### src/rtl/dot11_tx_sched.sv
// Round-robin transmit scheduler in front of dot11_tx: grants one requester at a time,
// latches its frame descriptor and walks dot11_tx through reset, start, completion and gap.
module dot11_tx_sched #(
    parameter int NUM_REQ      = 2,
    parameter int ADDR_W       = 12,
    parameter int RST_CYCLES   = 4,
    parameter int START_CYCLES = 5,
    parameter int IFS_CYCLES   = 32,
    parameter int TIMEOUT      = 65535
) (
    input  logic                      clk,
    input  logic                      rstn,
    input  logic                      en,
    input  logic                      abort,
    input  logic [NUM_REQ-1:0]        req_valid,
    input  logic [NUM_REQ*ADDR_W-1:0] req_base_addr,
    input  logic [NUM_REQ*128-1:0]    req_mask,
    output logic [NUM_REQ-1:0]        req_ack,
    output logic [NUM_REQ-1:0]        req_done,
    output logic                      done_err,
    output logic                      busy,
    output logic [15:0]               tx_count,
    output logic                      phy_tx_arest,
    output logic                      phy_tx_start,
    input  logic                      phy_tx_started,
    input  logic                      phy_tx_done,
    output logic [ADDR_W-1:0]         bram_base_addr,
    output logic [127:0]              mask
);

    localparam int PTR_W   = (NUM_REQ > 1) ? $clog2(NUM_REQ) : 1;
    localparam int CNT_MAX = (RST_CYCLES > START_CYCLES)
                           ? ((RST_CYCLES > IFS_CYCLES) ? RST_CYCLES : IFS_CYCLES)
                           : ((START_CYCLES > IFS_CYCLES) ? START_CYCLES : IFS_CYCLES);
    localparam int CNT_W   = $clog2(CNT_MAX + 1);
    localparam int WD_W    = $clog2(TIMEOUT + 1);

    typedef enum logic [2:0] {
        S_IDLE, S_RST, S_START, S_WAIT_ST, S_WAIT_DONE, S_GAP
    } state_t;

    state_t               state_q, state_d;
    logic [CNT_W-1:0]     cnt_q, cnt_d;
    logic [WD_W-1:0]      wd_q, wd_d;
    logic [PTR_W-1:0]     rr_q, rr_d;
    logic [PTR_W-1:0]     owner_q, owner_d;
    logic [NUM_REQ-1:0]   ack_q, ack_d;
    logic [NUM_REQ-1:0]   done_q, done_d;
    logic                 err_q, err_d;
    logic [15:0]          count_q, count_d;
    logic [ADDR_W-1:0]    base_q, base_d;
    logic [127:0]         mask_q, mask_d;
    logic                 arest_q, arest_d;
    logic                 start_q, start_d;
    logic                 busy_q, busy_d;

    logic [PTR_W-1:0]     grant_idx;
    logic                 active, in_frame, finish;

    // First pending requester at or after the pointer, wrapping around.
    function automatic logic [PTR_W-1:0] rr_pick(input logic [NUM_REQ-1:0] v,
                                                 input logic [PTR_W-1:0]   ptr);
        logic [PTR_W-1:0] pick;
        logic             found;
        pick  = ptr;
        found = 1'b0;
        for (int k = 0; k < NUM_REQ; k++) begin
            int idx;
            idx = (int'(ptr) + k) % NUM_REQ;
            if (!found && v[idx]) begin
                found = 1'b1;
                pick  = PTR_W'(idx);
            end
        end
        return pick;
    endfunction

    assign grant_idx = rr_pick(req_valid, rr_q);

    always_comb begin
        // NOTE: every signal gets its default first so no branch can infer a latch.
        state_d = state_q;
        cnt_d   = cnt_q;
        wd_d    = wd_q;
        rr_d    = rr_q;
        owner_d = owner_q;
        ack_d   = '0;
        done_d  = '0;
        err_d   = 1'b0;
        count_d = count_q;
        base_d  = base_q;
        mask_d  = mask_q;
        finish  = 1'b0;

        unique case (state_q)
            S_IDLE: begin
                if (en && |req_valid) begin
                    ack_d   = NUM_REQ'(1) << grant_idx;
                    owner_d = grant_idx;
                    base_d  = req_base_addr[grant_idx*ADDR_W +: ADDR_W];
                    mask_d  = req_mask[grant_idx*128 +: 128];
                    rr_d    = PTR_W'((int'(grant_idx) + 1) % NUM_REQ);
                    cnt_d   = '0;
                    state_d = S_RST;
                end
            end
            S_RST: begin
                if (cnt_q == CNT_W'(RST_CYCLES - 1)) begin
                    cnt_d   = '0;
                    wd_d    = '0;
                    state_d = S_START;
                end else begin
                    cnt_d = cnt_q + CNT_W'(1);
                end
            end
            S_START: begin
                cnt_d = cnt_q + CNT_W'(1);
                wd_d  = wd_q + WD_W'(1);
                if (phy_tx_started) begin
                    state_d = S_WAIT_DONE;
                end else if (cnt_q == CNT_W'(START_CYCLES - 1)) begin
                    state_d = S_WAIT_ST;
                end
            end
            S_WAIT_ST: begin
                wd_d = wd_q + WD_W'(1);
                if (phy_tx_started) state_d = S_WAIT_DONE;
            end
            S_WAIT_DONE: wd_d = wd_q + WD_W'(1);
            S_GAP: begin
                if (cnt_q == CNT_W'(IFS_CYCLES - 1)) begin
                    state_d = S_IDLE;
                end else begin
                    cnt_d = cnt_q + CNT_W'(1);
                end
            end
            default: state_d = S_IDLE;
        endcase

        // Completion priority: abort, then a real done, then the watchdog.
        active   = (state_q != S_IDLE) && (state_q != S_GAP);
        in_frame = (state_q == S_START) || (state_q == S_WAIT_ST) || (state_q == S_WAIT_DONE);
        if (active && abort) begin
            finish = 1'b1;
            err_d  = 1'b1;
        end else if (in_frame && phy_tx_done) begin
            finish  = 1'b1;
            count_d = count_q + 16'd1;
        end else if (in_frame && (wd_q == WD_W'(TIMEOUT - 1))) begin
            finish = 1'b1;
            err_d  = 1'b1;
        end
        if (finish) begin
            done_d  = NUM_REQ'(1) << owner_q;
            cnt_d   = '0;
            state_d = S_GAP;
        end

        // Outputs are decoded from the next state so the registered copies line up with it.
        arest_d = !((state_d == S_START) || (state_d == S_WAIT_ST) || (state_d == S_WAIT_DONE));
        start_d = (state_d == S_START);
        busy_d  = (state_d != S_IDLE);
    end

    // NOTE: non-blocking assignments so every register samples pre-edge values.
    always_ff @(posedge clk or negedge rstn) begin
        if (!rstn) begin
            state_q <= S_IDLE;
            cnt_q   <= '0;
            wd_q    <= '0;
            rr_q    <= '0;
            owner_q <= '0;
            ack_q   <= '0;
            done_q  <= '0;
            err_q   <= 1'b0;
            count_q <= '0;
            base_q  <= '0;
            mask_q  <= '0;
            arest_q <= 1'b1;
            start_q <= 1'b0;
            busy_q  <= 1'b0;
        end else begin
            state_q <= state_d;
            cnt_q   <= cnt_d;
            wd_q    <= wd_d;
            rr_q    <= rr_d;
            owner_q <= owner_d;
            ack_q   <= ack_d;
            done_q  <= done_d;
            err_q   <= err_d;
            count_q <= count_d;
            base_q  <= base_d;
            mask_q  <= mask_d;
            arest_q <= arest_d;
            start_q <= start_d;
            busy_q  <= busy_d;
        end
    end

    assign req_ack        = ack_q;
    assign req_done       = done_q;
    assign done_err       = err_q;
    assign busy           = busy_q;
    assign tx_count       = count_q;
    assign phy_tx_arest   = arest_q;
    assign phy_tx_start   = start_q;
    assign bram_base_addr = base_q;
    assign mask           = mask_q;

endmodule
### config.mk
export PLATFORM = sky130hd
export DESIGN_NAME = dot11_tx_sched
export DESIGN_NICKNAME = d
export VERILOG_FILES = /design/src/rtl/dot11_tx_sched.sv
export SDC_FILE = /design/constraint.sdc
export NUM_CORES = 1
export LEC_CHECK = 0
export CORE_AREA = 4 4 175 177
export CTS_CLUSTER_DIAMETER = 50
export DETAILED_ROUTE_END_ITERATION = 10
export DIE_AREA = 0 0 179 181
export PLACE_DENSITY_LB_ADDON = 0.25
export SLEW_MARGIN = 40
export SYNTH_ARGS = -nofsm -noshare
export SYNTH_HDL_FRONTEND = slang
export SYNTH_SLANG_ARGS = --single-unit
### constraint.sdc
create_clock -name clk -period 2.05 [get_ports clk]
set_input_delay 0.3075 -clock clk [delete_from_list [all_inputs] [get_ports clk]]
set_output_delay 0.3075 -clock clk [all_outputs]
set_load 0.05 [all_outputs]
* Word-level counts from Yosys, hierarchy flattened
Index checks and enable logic that the tools add are counted.
W data, S select, Z words.
** Storage, ports and cells
- Input bits :: 288
- Word-level logic and storage cells :: 97
- Register bits :: 191
- Output and inout port bits :: 164
** Operators by class
- Equality and inequality tests :: 16
- Order comparisons :: 2
- Shift-type cells :: 4
- Bitwise operators :: 2
- Add/subtract/negate cells :: 5
- Reductions and logical operators :: 23
- $mul :: 1
- Muxes and demuxes :: 30
** Operators by type and width (count)
- $shiftx A256 B9 Y128 :: 1
- $add A16 B1 Y16 const B :: 2
- $pmux W16 S2 :: 1
- $mux W6 :: 4
- $pmux W6 S4 :: 1
- $shiftx A24 B6 Y12 :: 1
- $mux W3 :: 7
- $pmux W3 S6 :: 1
- $eq A16 B16 Y1 const B :: 1
- $mux W16 :: 1
- $eq A3 B2 Y1 const B :: 4
- $mux W1 :: 12
- $eq A3 B3 Y1 const B :: 3
- $ne A3 B3 Y1 const B :: 3
- $add A6 B1 Y6 const B :: 1
- $eq A6 B2 Y1 const B :: 1
- $eq A6 B3 Y1 const B :: 1
- $eq A6 B5 Y1 const B :: 1
- $logic_and A1 B1 Y1 :: 6
- $mux W2 :: 3
- $reduce_and A2 Y1 :: 3
- $reduce_bool A3 Y1 :: 2
- $reduce_bool A5 Y1 :: 1
- $logic_or A1 B1 Y1 :: 4
- 15 further kinds :: 18

* Longest topological paths before layout
Gate-level depths: netlist (run 1).
- Word-level depth :: 12
- Gate-level depth with buffers :: 7
- Gate-level depth less buffers :: 6

* Worst setup path after synthesis (run 1)
OpenSTA, ideal clock, no wires.
- Path type :: register -> register
- Start :: register cnt_q[0]
- End :: register cnt_q[4]
- Clock period less this slack :: 2.232 ns
- Data required time :: 1.974 ns
- Buffers on the path :: 0
- Library setup time :: 0.076 ns
- Stages on the path, launching flop included :: 7
- Arrival :: 2.156 ns
- Path slack :: -0.182 ns
- Cells stage by stage :: dfrtp_1 -> ha_1 -> and4b_4 -> a31o_1 -> a222oi_1 -> or4b_1 -> o21ai_1
** Between the ends
- Cells in the longest elaborated chain, start to end :: 4
- Elaborated cells on any way between the ends :: 9
- Classes of those cells :: add/sub: 1; eq/ne: 3; mux: 4; reduce/logical: 1
** Ends and longest elaborated chain
- from (decl) :: line 43 : logic [CNT_W-1:0] cnt_q, cnt_d;
- from (signal assigned) :: line 184 : cnt_q <= cnt_d;
- $add A6 B1 Y6 or $eq A6 B2 Y1 (tied branches)
- $mux W6, on equally long branches :: line 131, 108
- $pmux W6 S4 :: line 95 : unique case (state_q)
- $mux W6 :: line 153 : if (finish) begin
Several ways; a longest one is shown, not always the timed one. The select of a mux whose other input is x is not followed.
A chain may end at the register's enable or synchronous reset.

* Final worst setup path (run 1)
- Start :: register mask_q[124], in the netlist mask[124]
- End :: output mask[124]
** RTL lines
- from (decl) :: line 52 : logic [127:0] mask_q, mask_d;
- from (signal assigned) :: line 193 : mask_q <= mask_d;
- to (decl) :: line 28 : output logic [127:0] mask
No word-level cell between the ends.

==> impl_results.md, run 1 <==
* Status: completed
* Placer Congestion at 0.8308
* Gate Count Post-Synth at 867
* Placed wire-length estimate after detailed placement at 24540 microns
* Gr ovfl total at 0
* Summed instance area of the synthesized netlist at 8922 sq um
* Area of the die at 32400 sq um
* Largest fanout of any net on the critical path at 2
* CP peak stage delay at 0.85 ns
* Power density over the cells at 1441 nW/um^2
* Kind of launch point of the worst setup path: flop
* Worst path top cell family by delay: buffers and inverters
* Number of buffer and inverter instances along the worst setup path at 1
* Final Hold Viols at 0
* Commonest cells after routing, fill and taps aside: sky130_fd_sc_hd__clkdlybuf4s50_1 (436), sky130_fd_sc_hd__dfrtp_1 (189), sky130_fd_sc_hd__nand2_1 (159)
* Synthesized area per cell at 10.29 sq um
* Chip height at 181 microns
* I/O pin total at 452
* Setup WS post-layout at 0.05039 ns
* Most common flop cell mapped by yosys: sky130_fd_sc_hd__dfrtp_1
* Most frequent standard cell in the layout excluding fill and tap cells: sky130_fd_sc_hd__clkdlybuf4s50_1
* Wire length of the first global-routing pass at 46960 microns
* Arrival time reported for the critical path endpoint at 1.69 ns
* DRC Markers at 0
* Worst-Skew Late Latency at 0.43 ns
* Peak clock frequency supported by timing at 500.1 MHz
* Total number of nets in the final design at 1633
* Largest net degree at the start of global routing at 67
* Worst IR drop on VDD at 0.0008490 V
* Buffer type at the clock tree root: sky130_fd_sc_hd__clkbuf_16
* Yosys Warn Count at 0
* Worst slew margin relative to its limit at 59.04%
* Maxcap violations at 0
* Total power after layout at 21.61 mW
* Final setup fails at 0
* Share of layout cells above drive strength 1 at 9.608%
* Leakage power total at 6.735 nW
* Number of rows in the core area at 63
* Post-synthesis net count at 1160
* Buffer levels on the longest clock path at 2
* End of the worst register-to-register path: cnt_q[4]$_DFFE_PN0P_
* Kind of end point of the critical path: primary output
* Worst R2R Path Depth at 6
* Post-synthesis sequential area ratio at 53.58%
* Post-synthesis cell type count at 62
* Number of inserted filler cells in the final layout at 2673
* Fraction of post-synthesis cell area in the top cell type by area at 53.29%
* Post-route clock period utilization at 97.54%
* Detail-routed via count per cell at 4.593
* Flip-flop and latch count after synthesis at 191
* PortBufs at 451
* Critical setup path kind: flop to primary output
* Number of setup buffers added after CTS at 0
* Met2 WL at 15870 microns
* Worst-Margin Slew at 0.6125 ns
* Logic depth of the worst path, buffers included at 1
* Wire per inst at 17.70 microns
* Count of flip-flops with a built-in enable after synthesis at 0
* Worst R2R Start: cnt_q[0]$_DFFE_PN0P_
* DRT Wirelength at 30880 microns
* WP data required at 1.74 ns
* Pins Over Slew Limit at 0
* Slowest stage cell on the critical path: sky130_fd_sc_hd__clkdlybuf4s50_1
* Hold Path Class: input pin to asynchronous set/reset pin
* Unrepaired setup endpoints after global routing: true
* Fraction of synthesis flops using an asynchronous set or reset pin at 100.0%
* Horiz. Die Dim at 179 microns
* Worst R2R Setup Slack at 0.06 ns
* Number of nets with antenna violations after detailed routing at 0
* Area of the placeable core at 29240 sq um
* Total CTS buffers at 17
* Met3 wire len at 2555 microns
* Clk slew on worst S/H paths at 0.08 ns
* Clock skew at 0.01712 ns
* Vias in the first global route at 8299
* First-pass iteration count of the detailed router at 5
* Layout overhead on the synthesized area at 68.11%
* Global-route usage over all layers at 18.67%
* Total via count after detailed routing at 8015
* Top cell type by total area after synthesis: sky130_fd_sc_hd__dfrtp_1
* Period minus WS final at 2.000 ns
* Top post-synthesis cells by area: sky130_fd_sc_hd__dfrtp_1 (53%), sky130_fd_sc_hd__mux2i_1 (16%), sky130_fd_sc_hd__o21ai_0 (8.5%)
* Worst slack after detailed placement at -0.07302 ns
* Number of antenna violations at the first check in global routing at 2
* Iteration-0 DRC count of the detailed router at 271
* Clock Sink Count at 191
* CTS H-tree depth at 4
* Starting utilization of the core area at 30.51%
* Worst-path cell chain: clkdlybuf4s50_1
* Met1 Wirelength at 11850 microns
* Max layer used: met4
* TritonCTS clock tree: built
cells by family after synthesis:
group,Yosys count,share of synthesized area [%]
AO/OA/AOI/OAI,198,12.42
XOR/XNOR,26,2.552
adder cells (fa/ha/maj),6,0.8134
buffers and inverters,66,2.959
flip-flops,191,53.58
multiplexers,141,15.83
AND/OR/NAND/NOR,239,11.84
how the worst max path moves through the flow:
| stage | endpoint | startpoint | slack, ns |
|---|---|---|---|
| after floorplan | cnt_q[4]$_DFFE_PN0P_ | cnt_q[1]$_DFFE_PN0P_ | -0.12 |
| after CTS | tx_count[2] | tx_count[2]$_DFFE_PN0P_ | 0.02 |
| after global routing | cnt_q[4]$_DFFE_PN0P_ | cnt_q[0]$_DFFE_PN0P_ | -0.03 |
| after detailed placement | cnt_q[4]$_DFFE_PN0P_ | abort | -0.07 |
| final | mask[124] | mask[124]$_DFFE_PN0P_ | 0.05 |
| after global placement | state_q[0]$_DFF_PN0_ | state_q[2]$_DFF_PN0_ | -0.02 |
power by group:
part           switching [mW]  internal (mW)  total [mW]
clock network            1.60           1.80        3.39
logic                    7.76           4.27        12.0
registers               0.917           5.28        6.19
total                    10.3           11.3        21.6
timing repair:
action                                 in CTS  in global routing
resized for setup                           7                 23
cloned                                      0                  0
setup endpoints to repair                  12                 33
pin swaps                                   0                  5
endpoints found under the hold margin      41                  0
hold buffers                                1                  0
cell usage after synthesis, types with 3 or more instances:
cell / count
sky130_fd_sc_hd__dfrtp_1: 190
sky130_fd_sc_hd__nand2_1: 159
sky130_fd_sc_hd__o21ai_0: 152
sky130_fd_sc_hd__mux2i_1: 140
sky130_fd_sc_hd__clkbuf_1: 48
sky130_fd_sc_hd__nor2_1: 23
sky130_fd_sc_hd__xnor2_1: 18
sky130_fd_sc_hd__a21oi_1: 15
sky130_fd_sc_hd__nand3_1: 14
sky130_fd_sc_hd__inv_1: 10
sky130_fd_sc_hd__xor2_1: 8
sky130_fd_sc_hd__nand4_1: 7
sky130_fd_sc_hd__ha_1: 5
sky130_fd_sc_hd__nor3_1: 5
sky130_fd_sc_hd__or3_1: 5
sky130_fd_sc_hd__a2111oi_1: 4
sky130_fd_sc_hd__nor2b_1: 4
sky130_fd_sc_hd__a21o_1: 3
sky130_fd_sc_hd__and2_1: 3
sky130_fd_sc_hd__and3_1: 3
sky130_fd_sc_hd__buf_2: 3
registers in the layout, indices dropped and copies added, names as in the netlist:
name,count
mask,128
tx_count,16
wd_q,16
bram_base_addr,12
cnt_q,6
state_q,3
req_ack,2
req_done,2
busy,1
done_err,1
owner_q,1
phy_tx_arest,1
phy_tx_start,1
rr_q,1
final cells by class:
class                      instances  area [sq um]  area share, %
clock buffer                      19         452.9          3.020
inverter                          10         37.54         0.2503
tap                              390         488.0          3.253
antenna                            2         5.005        0.03337
clock inverter                    13         143.9         0.9593
multi-input combinational        610          4000          26.67
timing repair buffer             510          5090          33.93
sequential                       191          4782          31.88
per-stage QoR:
| stage | area (sq um) | utilization (%) | std cells | TNS, ns | hold WS (ns) |
|---|---|---|---|---|---|
| after floorplan | 8925 | - | 867 | -0.1167 | 0.01191 |
| after CTS | 14910 | 50.98 | 1743 | 0 | 0.3899 |
| final | 15000 | 51.29 | 1745 | 0 | 0.3797 |
| after detailed placement | 14270 | 48.80 | 1710 | -0.4943 | 0.2810 |
| after global routing | 15000 | 51.29 | 1745 | -0.06296 | 0.4076 |
| after global placement | 14270 | 48.80 | 1710 | -0.1002 | 0.2790 |
per-layer routing:
metal | track usage (%) | vias to the layer above
met4 | 4.943 | 0
met1 | 21.88 | 3764
li1 | - | 3967
met3 | 6.068 | 30
met2 | 32.70 | 254
met5 | 0 | -
Note: power is estimated with default switching activity, not from simulation.
==> inputs of run 2 (changes only) <==
--- a/config.mk
+++ b/config.mk
@@ -5,10 +5,11 @@
 export SDC_FILE = /design/constraint.sdc
 export NUM_CORES = 1
 export LEC_CHECK = 0
-export CORE_AREA = 4 4 175 177
+export CORE_AREA = 4 4 174 176
 export CTS_CLUSTER_DIAMETER = 50
 export DETAILED_ROUTE_END_ITERATION = 10
-export DIE_AREA = 0 0 179 181
+export DIE_AREA = 0 0 178 180
+export DONT_BUFFER_PORTS = 1
 export PLACE_DENSITY_LB_ADDON = 0.25
 export SLEW_MARGIN = 40
 export SYNTH_ARGS = -nofsm -noshare
==> impl_results.md, run 2 (same netlist as run 1, synthesis figures left out) <==
* Status: complete, but fails checks
* Violated checks: negative hold slack
* Flip-flop count of the largest register, all copies and words added at 128 (unchanged)
* WP data required at 2.40 ns (+0.66 ns)
* Detail-routed via count per cell at 4.901 (+6.7%)
* Pins Over Slew Limit at 0 (unchanged)
* I/O pin total at 452 (unchanged)
* Clock skew at 0.01897 ns (+0.001857 ns)
* Power density over the cells at 1745 nW/um^2 (+21%)
* Layout overhead on the synthesized area at 15.01%
* Worst slew margin relative to its limit at 62.42% (+3.4 points)
* Largest fanout of any net on the critical path at 5 (+3)
* Number of nets with antenna violations after detailed routing at 0 (unchanged)
* DRT Wirelength at 26030 microns (-16%)
* Leakage power total at 4.772 nW (-29%)
* Area of the placeable core at 28630 sq um (-2.1%)
* Clock Sink Count at 191 (unchanged)
* Commonest cells after routing, fill and taps aside: sky130_fd_sc_hd__dfrtp_1 (187), sky130_fd_sc_hd__nand2_1 (159), sky130_fd_sc_hd__o21ai_0 (152)
* Kind of launch point of the worst setup path: flop
* Share of layout cells above drive strength 1 at 11.86% (+2.2 points)
* Worst path top cell family by delay: simple AND/OR/NAND/NOR gates
* Largest net degree at the start of global routing at 192 (+190%)
* Final cell utilization of the core at 35.85% (-15 points)
* Iteration-0 DRC count of the detailed router at 414 (+53%)
* TritonCTS clock tree: built
* Setup WS post-layout at 0.06780 ns (+0.01741 ns)
* Worst-path cell chain: ha_4, and4b_4, a31o_1, a222oi_1, or4b_1, o21ai_1
* Post-route clock period utilization at 96.69% (-0.85 points)
* Starting utilization of the core area at 31.17% (+0.66 points)
* Placed wire-length estimate after detailed placement at 19560 microns (-20%)
* DRC Markers at 0 (unchanged)
* Kind of end point of the critical path: flop
* CTS H-tree depth at 4 (unchanged)
* Final setup fails at 0 (unchanged)
* Placer Congestion at 0.8307 (about the same)
* Total number of nets in the final design at 1175 (-28%)
* Peak clock frequency supported by timing at 504.5 MHz (+0.88%)
* Worst IR drop on VDD at 0.0007335 V (-14%)
* Vias in the first global route at 6296 (-24%)
* Final Hold Viols at 191 (+191)
* Worst slack after detailed placement at -0.01606 ns (+0.05696 ns)
* Unrepaired setup endpoints after global routing: true
* Worst-Margin Slew at 0.5637 ns (-0.04882 ns)
* Wire per inst at 20.35 microns (+15%)
* First-pass iteration count of the detailed router at 4 (-1)
* Count of hold buffers inserted by post-cts repair at 1 (unchanged)
* Wire length of the first global-routing pass at 38980 microns (-17%)
* Maxcap violations at 0 (unchanged)
* Total via count after detailed routing at 6269 (-22%)
* Number of cells after detailed placement at 1241 (-27%)
* Arrival time reported for the critical path endpoint at 2.33 ns (+0.64 ns)
* CP peak stage delay at 0.46 ns (-0.39 ns)
* Number of antenna violations at the first check in global routing at 1 (-1)
* Horiz. Die Dim at 178 microns (-0.56%)
* Non-filler instance count after layout at 1279 (-27%)
* Global-route usage over all layers at 15.56% (-3.1 points)
* Total CTS buffers at 17 (unchanged)
* Number of rows in the core area at 62 (-1.6%)
* Hold slack final at -0.4251 ns (-0.8048 ns)
* Clk slew on worst S/H paths at 0.08 ns (about the same)
* Period minus WS final at 1.982 ns (-0.01741 ns)
* Worst-Skew Late Latency at 0.43 ns (about the same)
* Buffer type at the clock tree root: sky130_fd_sc_hd__clkbuf_16
* Number of buffer and inverter instances along the worst setup path at 0 (-1)
* Gr ovfl total at 0 (unchanged)
* Chip height at 180 microns (-0.55%)
* Buffer levels on the longest clock path at 2 (unchanged)
* Most frequent standard cell in the layout excluding fill and tap cells: sky130_fd_sc_hd__dfrtp_1
* PortBufs at 0 (-100%)
* Slowest stage cell on the critical path: sky130_fd_sc_hd__or4b_1
* Area of the die at 32040 sq um (-1.1%)
* Hold Path Class: input pin to asynchronous set/reset pin
* Worst R2R Setup Slack at 0.07 ns (about the same)
* Critical setup path kind: flop to flop
[run 2: cell types whose count changed in the layout (fill, tap and decap cells not counted), moves of 2 or more]
cell / before / now
sky130_fd_sc_hd__a2111oi_1: 1 / 4
sky130_fd_sc_hd__clkdlybuf4s50_1: 436 / 0
sky130_fd_sc_hd__inv_6: 4 / 6
sky130_fd_sc_hd__buf_4: 54 / 46
sky130_fd_sc_hd__dlymetal6s2s_1: 7 / 0
sky130_fd_sc_hd__clkinv_4: 1 / 3
sky130_fd_sc_hd__dfrtp_1: 189 / 187
sky130_fd_sc_hd__a2111oi_2: 4 / 1
sky130_fd_sc_hd__buf_12: 10 / 4
sky130_fd_sc_hd__dfrtp_2: 1 / 3
sky130_fd_sc_hd__clkbuf_8: 3 / 1
[run 2: area by class of cell]
type / count / area [sq um]
repair buffers: 52 / 446.7
multi-input cells: 610 / 3950
inverters: 10 / 37.54
fillers: 2921 / 18360
clock inverters: 13 / 120.1
clock buffers: 18 / 439.2
well taps: 384 / 480.5
diodes: 1 / 2.502
flip-flops and latches: 191 / 4785
[run 2: worst register-to-register path: stages (launching register included)]
cell and delay (ns):
sky130_fd_sc_hd__dfrtp_1 0.41, sky130_fd_sc_hd__ha_4 0.18, sky130_fd_sc_hd__and4b_4 0.21, sky130_fd_sc_hd__a31o_1 0.19, sky130_fd_sc_hd__a222oi_1 0.36, sky130_fd_sc_hd__or4b_1 0.46, sky130_fd_sc_hd__o21ai_1 0.08
[run 2: layer usage]
metal	share of wire, %	global-route usage, %
met2	50	25.82
met4	1.0	3.465
met3	9.5	6.029
met5	0	0
met1	39	19.20
[run 2: repair_timing]
| action | 4_1_cts | 5_1_grt |
|---|---|---|
| pin swaps | 1 | 5 |
| gates resized for setup | 1 | 11 |
| setup buffers | 0 | 5 |
| endpoints found under the hold margin | 192 | 191 |
| setup endpoints to repair | 2 | 10 |
[run 2: final timing paths]
path | cells after the start | from | end
max reg2reg | 6 | cnt_q[0]$_DFFE_PN0P_ | cnt_q[4]$_DFFE_PN0P_
min reg2reg | 1 | tx_count[0]$_DFFE_PN0P_ | tx_count[0]$_DFFE_PN0P_
min | 0 | rstn | tx_count[7]$_DFFE_PN0P_
max | 6 | cnt_q[0]$_DFFE_PN0P_ | cnt_q[4]$_DFFE_PN0P_
max in group asynchronous | 0 | rstn | state_q[0]$_DFF_PN0_
min in group clk | 2 | abort | done_err$_DFF_PN0_
[run 2: stage by stage]
stage                     cell area, sq um  hold slack [ns]  total power, mW  TNS (ns)
after global routing                 10260          -0.4577            18.87  -0.02961
after CTS                            10170          -0.4399            18.10         0
after global placement                9594          0.02811            14.66  -0.06497
after floorplan                       8925          0.01191            13.48   -0.1167
after detailed placement              9602          0.02836            14.77  -0.02361
final                                10260          -0.4251            17.90         0
[run 2: report_power, final]
part / internal [mW] / switching, mW / leakage, nW
Sequential: 5.18 / 6.35 / 2.45
Clock: 1.64 / 1.64 / 0.275
Combinational: 1.44 / 1.66 / 2.04
Total: 8.26 / 9.64 / 4.77
==> inputs of run 3 (changes only) <==
--- a/config.mk
+++ b/config.mk
@@ -10,7 +10,7 @@
 export DETAILED_ROUTE_END_ITERATION = 10
 export DIE_AREA = 0 0 178 180
 export DONT_BUFFER_PORTS = 1
-export PLACE_DENSITY_LB_ADDON = 0.25
+export PLACE_DENSITY = 0.51
 export SLEW_MARGIN = 40
 export SYNTH_ARGS = -nofsm -noshare
 export SYNTH_HDL_FRONTEND = slang
==> impl_results.md, run 3 (same netlist as run 1, synthesis figures left out) <==
* Final setup fails at 0 (unchanged)
* Worst-Skew Late Latency at 0.43 ns (about the same)
* Number of rows in the core area at 62 (unchanged)
* Total number of nets in the final design at 1175 (unchanged)
* Starting utilization of the core area at 31.17% (unchanged)
* Vias in the first global route at 6431 (+2.1%)
* Number of buffer and inverter instances along the worst setup path at 0 (unchanged)
* Number of nets with antenna violations after detailed routing at 0 (unchanged)
* Period minus WS final at 2.016 ns (+0.03414 ns)
* Placer Congestion at 0.8197 (-1.3%)
* DRT Wirelength at 26050 microns (about the same)
* Clock skew at 0.01614 ns (-0.002838 ns)
* Chip height at 180 microns (unchanged)
* Non-filler instance count after layout at 1280 (+0.078%)
* First-pass iteration count of the detailed router at 5 (+1)
* Clock Sink Count at 191 (unchanged)
* Most frequent standard cell in the layout excluding fill and tap cells: sky130_fd_sc_hd__dfrtp_1
* Detail-routed via count per cell at 4.890 (-0.24%)
* Number of cells after detailed placement at 1244 (+0.24%)
* Layout Cell Area excl Fill at 10330 sq um (+0.68%)
* Maxcap violations at 0 (unchanged)
* PortBufs at 0 (unchanged)
* Slowest stage cell on the critical path: sky130_fd_sc_hd__or4b_4
* Placed Instance Area at 9629 sq um (+0.29%)
* Final Hold Viols at 191 (unchanged)
* Worst-Margin Slew at 0.7511 ns (+0.1874 ns)
* Kind of end point of the critical path: flop
* Violated checks: negative hold slack
* Total CTS buffers at 17 (unchanged)
* Largest fanout of any net on the critical path at 4 (-1)
* Buffer levels on the longest clock path at 2 (unchanged)
* Global-route usage over all layers at 15.67% (+0.11 points)
* Area of the die at 32040 sq um (unchanged)
* Post-route clock period utilization at 98.36% (+1.7 points)
* Worst-path cell chain: ha_2, and4b_4, a31o_1, a222oi_1, or4b_4, o21ai_2
* Worst path top cell family by delay: simple AND/OR/NAND/NOR gates
* Total power after layout at 18.09 mW (+1.0%)
* Flip-flop count of the largest register, all copies and words added at 128 (unchanged)
* Number of inserted filler cells in the final layout at 2883 (-1.3%)
* Number of antenna violations at the first check in global routing at 1 (unchanged)
* Gr ovfl total at 0 (unchanged)
* WP data required at 2.39 ns (about the same)
* Wire length of the first global-routing pass at 39070 microns (+0.23%)
* Leakage power total at 4.809 nW (+0.77%)
* Share of layout cells above drive strength 1 at 12.07% (+0.21 points)
* Count of hold buffers inserted by post-cts repair at 1 (unchanged)
* Worst slew margin relative to its limit at 49.93% (-12 points)
* Peak clock frequency supported by timing at 495.9 MHz (-1.7%)
* Multi-input logic area at 3944 sq um (-0.16%)
* CTS H-tree depth at 4 (unchanged)
* Layout overhead on the synthesized area at 15.79%
* DRC Markers at 0 (unchanged)
* Sequential cell area in the final layout at 4783 sq um (about the same)
* Horiz. Die Dim at 178 microns (unchanged)
* Worst IR drop on VDD at 0.0008718 V (+19%)
* CP peak stage delay at 0.51 ns (+0.05 ns)
* Power density over the cells at 1751 nW/um^2 (+0.35%)
* Wire per inst at 20.35 microns (about the same)
* Status: complete, but fails checks
* Clk slew on worst S/H paths at 0.08 ns (about the same)
* Hold slack final at -0.4259 ns (-0.0008880 ns)
* Unrepaired setup endpoints after global routing: true
* Iteration-0 DRC count of the detailed router at 386 (-6.8%)
* Largest net degree at the start of global routing at 192 (unchanged)
* Critical setup path kind: flop to flop
* Hold Path Class: input pin to asynchronous set/reset pin
* Kind of launch point of the worst setup path: flop
* I/O pin total at 452 (unchanged)
* Placed wire-length estimate after detailed placement at 19670 microns (+0.59%)
* Pins Over Slew Limit at 0 (unchanged)
* Total via count after detailed routing at 6259 (-0.16%)
* Arrival time reported for the critical path endpoint at 2.36 ns (+0.03 ns)
* Buffer type at the clock tree root: sky130_fd_sc_hd__clkbuf_16
* Commonest cells after routing, fill and taps aside: sky130_fd_sc_hd__dfrtp_1 (188), sky130_fd_sc_hd__nand2_1 (159), sky130_fd_sc_hd__o21ai_0 (152)
* Area of the placeable core at 28630 sq um (unchanged)
* TritonCTS clock tree: built
-- run 3: cell count changes in the layout (fill, tap and decap cells not counted), moves of 2 or more --
cell                        delta
sky130_fd_sc_hd__inv_6         -3
sky130_fd_sc_hd__clkinv_8      +5
sky130_fd_sc_hd__a2111oi_1     -2
sky130_fd_sc_hd__a2111oi_2     +2
-- run 3: final timing paths --
| kind | start | endpoint | slack, ns | depth (start not counted) |
|---|---|---|---|---|
| min | rstn | wd_q[9]$_DFFE_PN0P_ | -0.43 | 0 |
| max | cnt_q[0]$_DFFE_PN0P_ | cnt_q[4]$_DFFE_PN0P_ | 0.03 | 6 |
| min reg2reg | owner_q$_DFFE_PN0P_ | req_done[0]$_DFF_PN0_ | 0.49 | 1 |
| max reg2reg | cnt_q[0]$_DFFE_PN0P_ | cnt_q[4]$_DFFE_PN0P_ | 0.03 | 6 |
| max in group asynchronous | rstn | mask[3]$_DFFE_PN0P_ | 2.24 | 0 |
| min in group clk | phy_tx_started | state_q[2]$_DFF_PN0_ | 0.05 | 1 |
-- run 3: area by class of cell --
cell class,instances,share of cell area (%)
Antenna cell,1,0.02422
Clock buffer,18,4.251
Clock inverter,14,1.829
Inverter,10,0.3633
Multi-Input combinational cell,610,38.17
Sequential cell,191,46.30
Tap cell,384,4.651
Timing Repair Buffer,52,4.408
-- run 3: power by group --
| part | internal [mW] | switching [mW] |
|---|---|---|
| logic | 1.45 | 1.67 |
| clock network | 1.81 | 1.69 |
| registers | 5.18 | 6.28 |
| total | 8.44 | 9.65 |
-- run 3: stage by stage --
step                setup WS [ns]  util (%)  TNS, ns
finish                    0.03366     36.09        0
global route             -0.08096     36.08  -0.3724
CTS                     0.0001341     35.89        0
detailed placement       0.001712     33.64        0
global placement          0.04929     33.64        0
floorplan                 -0.1167         -  -0.1167
-- run 3: per-layer routing --
| layer | up-vias | GRT usage (%) | share of wire [%] |
|---|---|---|---|
| met5 | - | 0 | 0 |
| met1 | 2967 | 18.99 | 41 |
| li1 | 3054 | - | - |
| met2 | 222 | 26.52 | 50 |
| met4 | 0 | 3.837 | 1.2 |
| met3 | 16 | 5.630 | 7.8 |
-- run 3: worst register-to-register path: stages, from the launching register on --
cell and delay, ns:
sky130_fd_sc_hd__dfrtp_1 0.38, sky130_fd_sc_hd__ha_2 0.21, sky130_fd_sc_hd__and4b_4 0.21, sky130_fd_sc_hd__a31o_1 0.19
sky130_fd_sc_hd__a222oi_1 0.37, sky130_fd_sc_hd__or4b_4 0.51, sky130_fd_sc_hd__o21ai_2 0.07
-- run 3: what timing repair did --
action / in CTS / in global routing
gates resized for setup: 0 / 10
setup buffers: 1 / 1
gates cloned: 0 / 0
setup endpoints to repair: 1 / 55
hold endpoints to repair: 192 / 191
pin swaps: 3 / 1
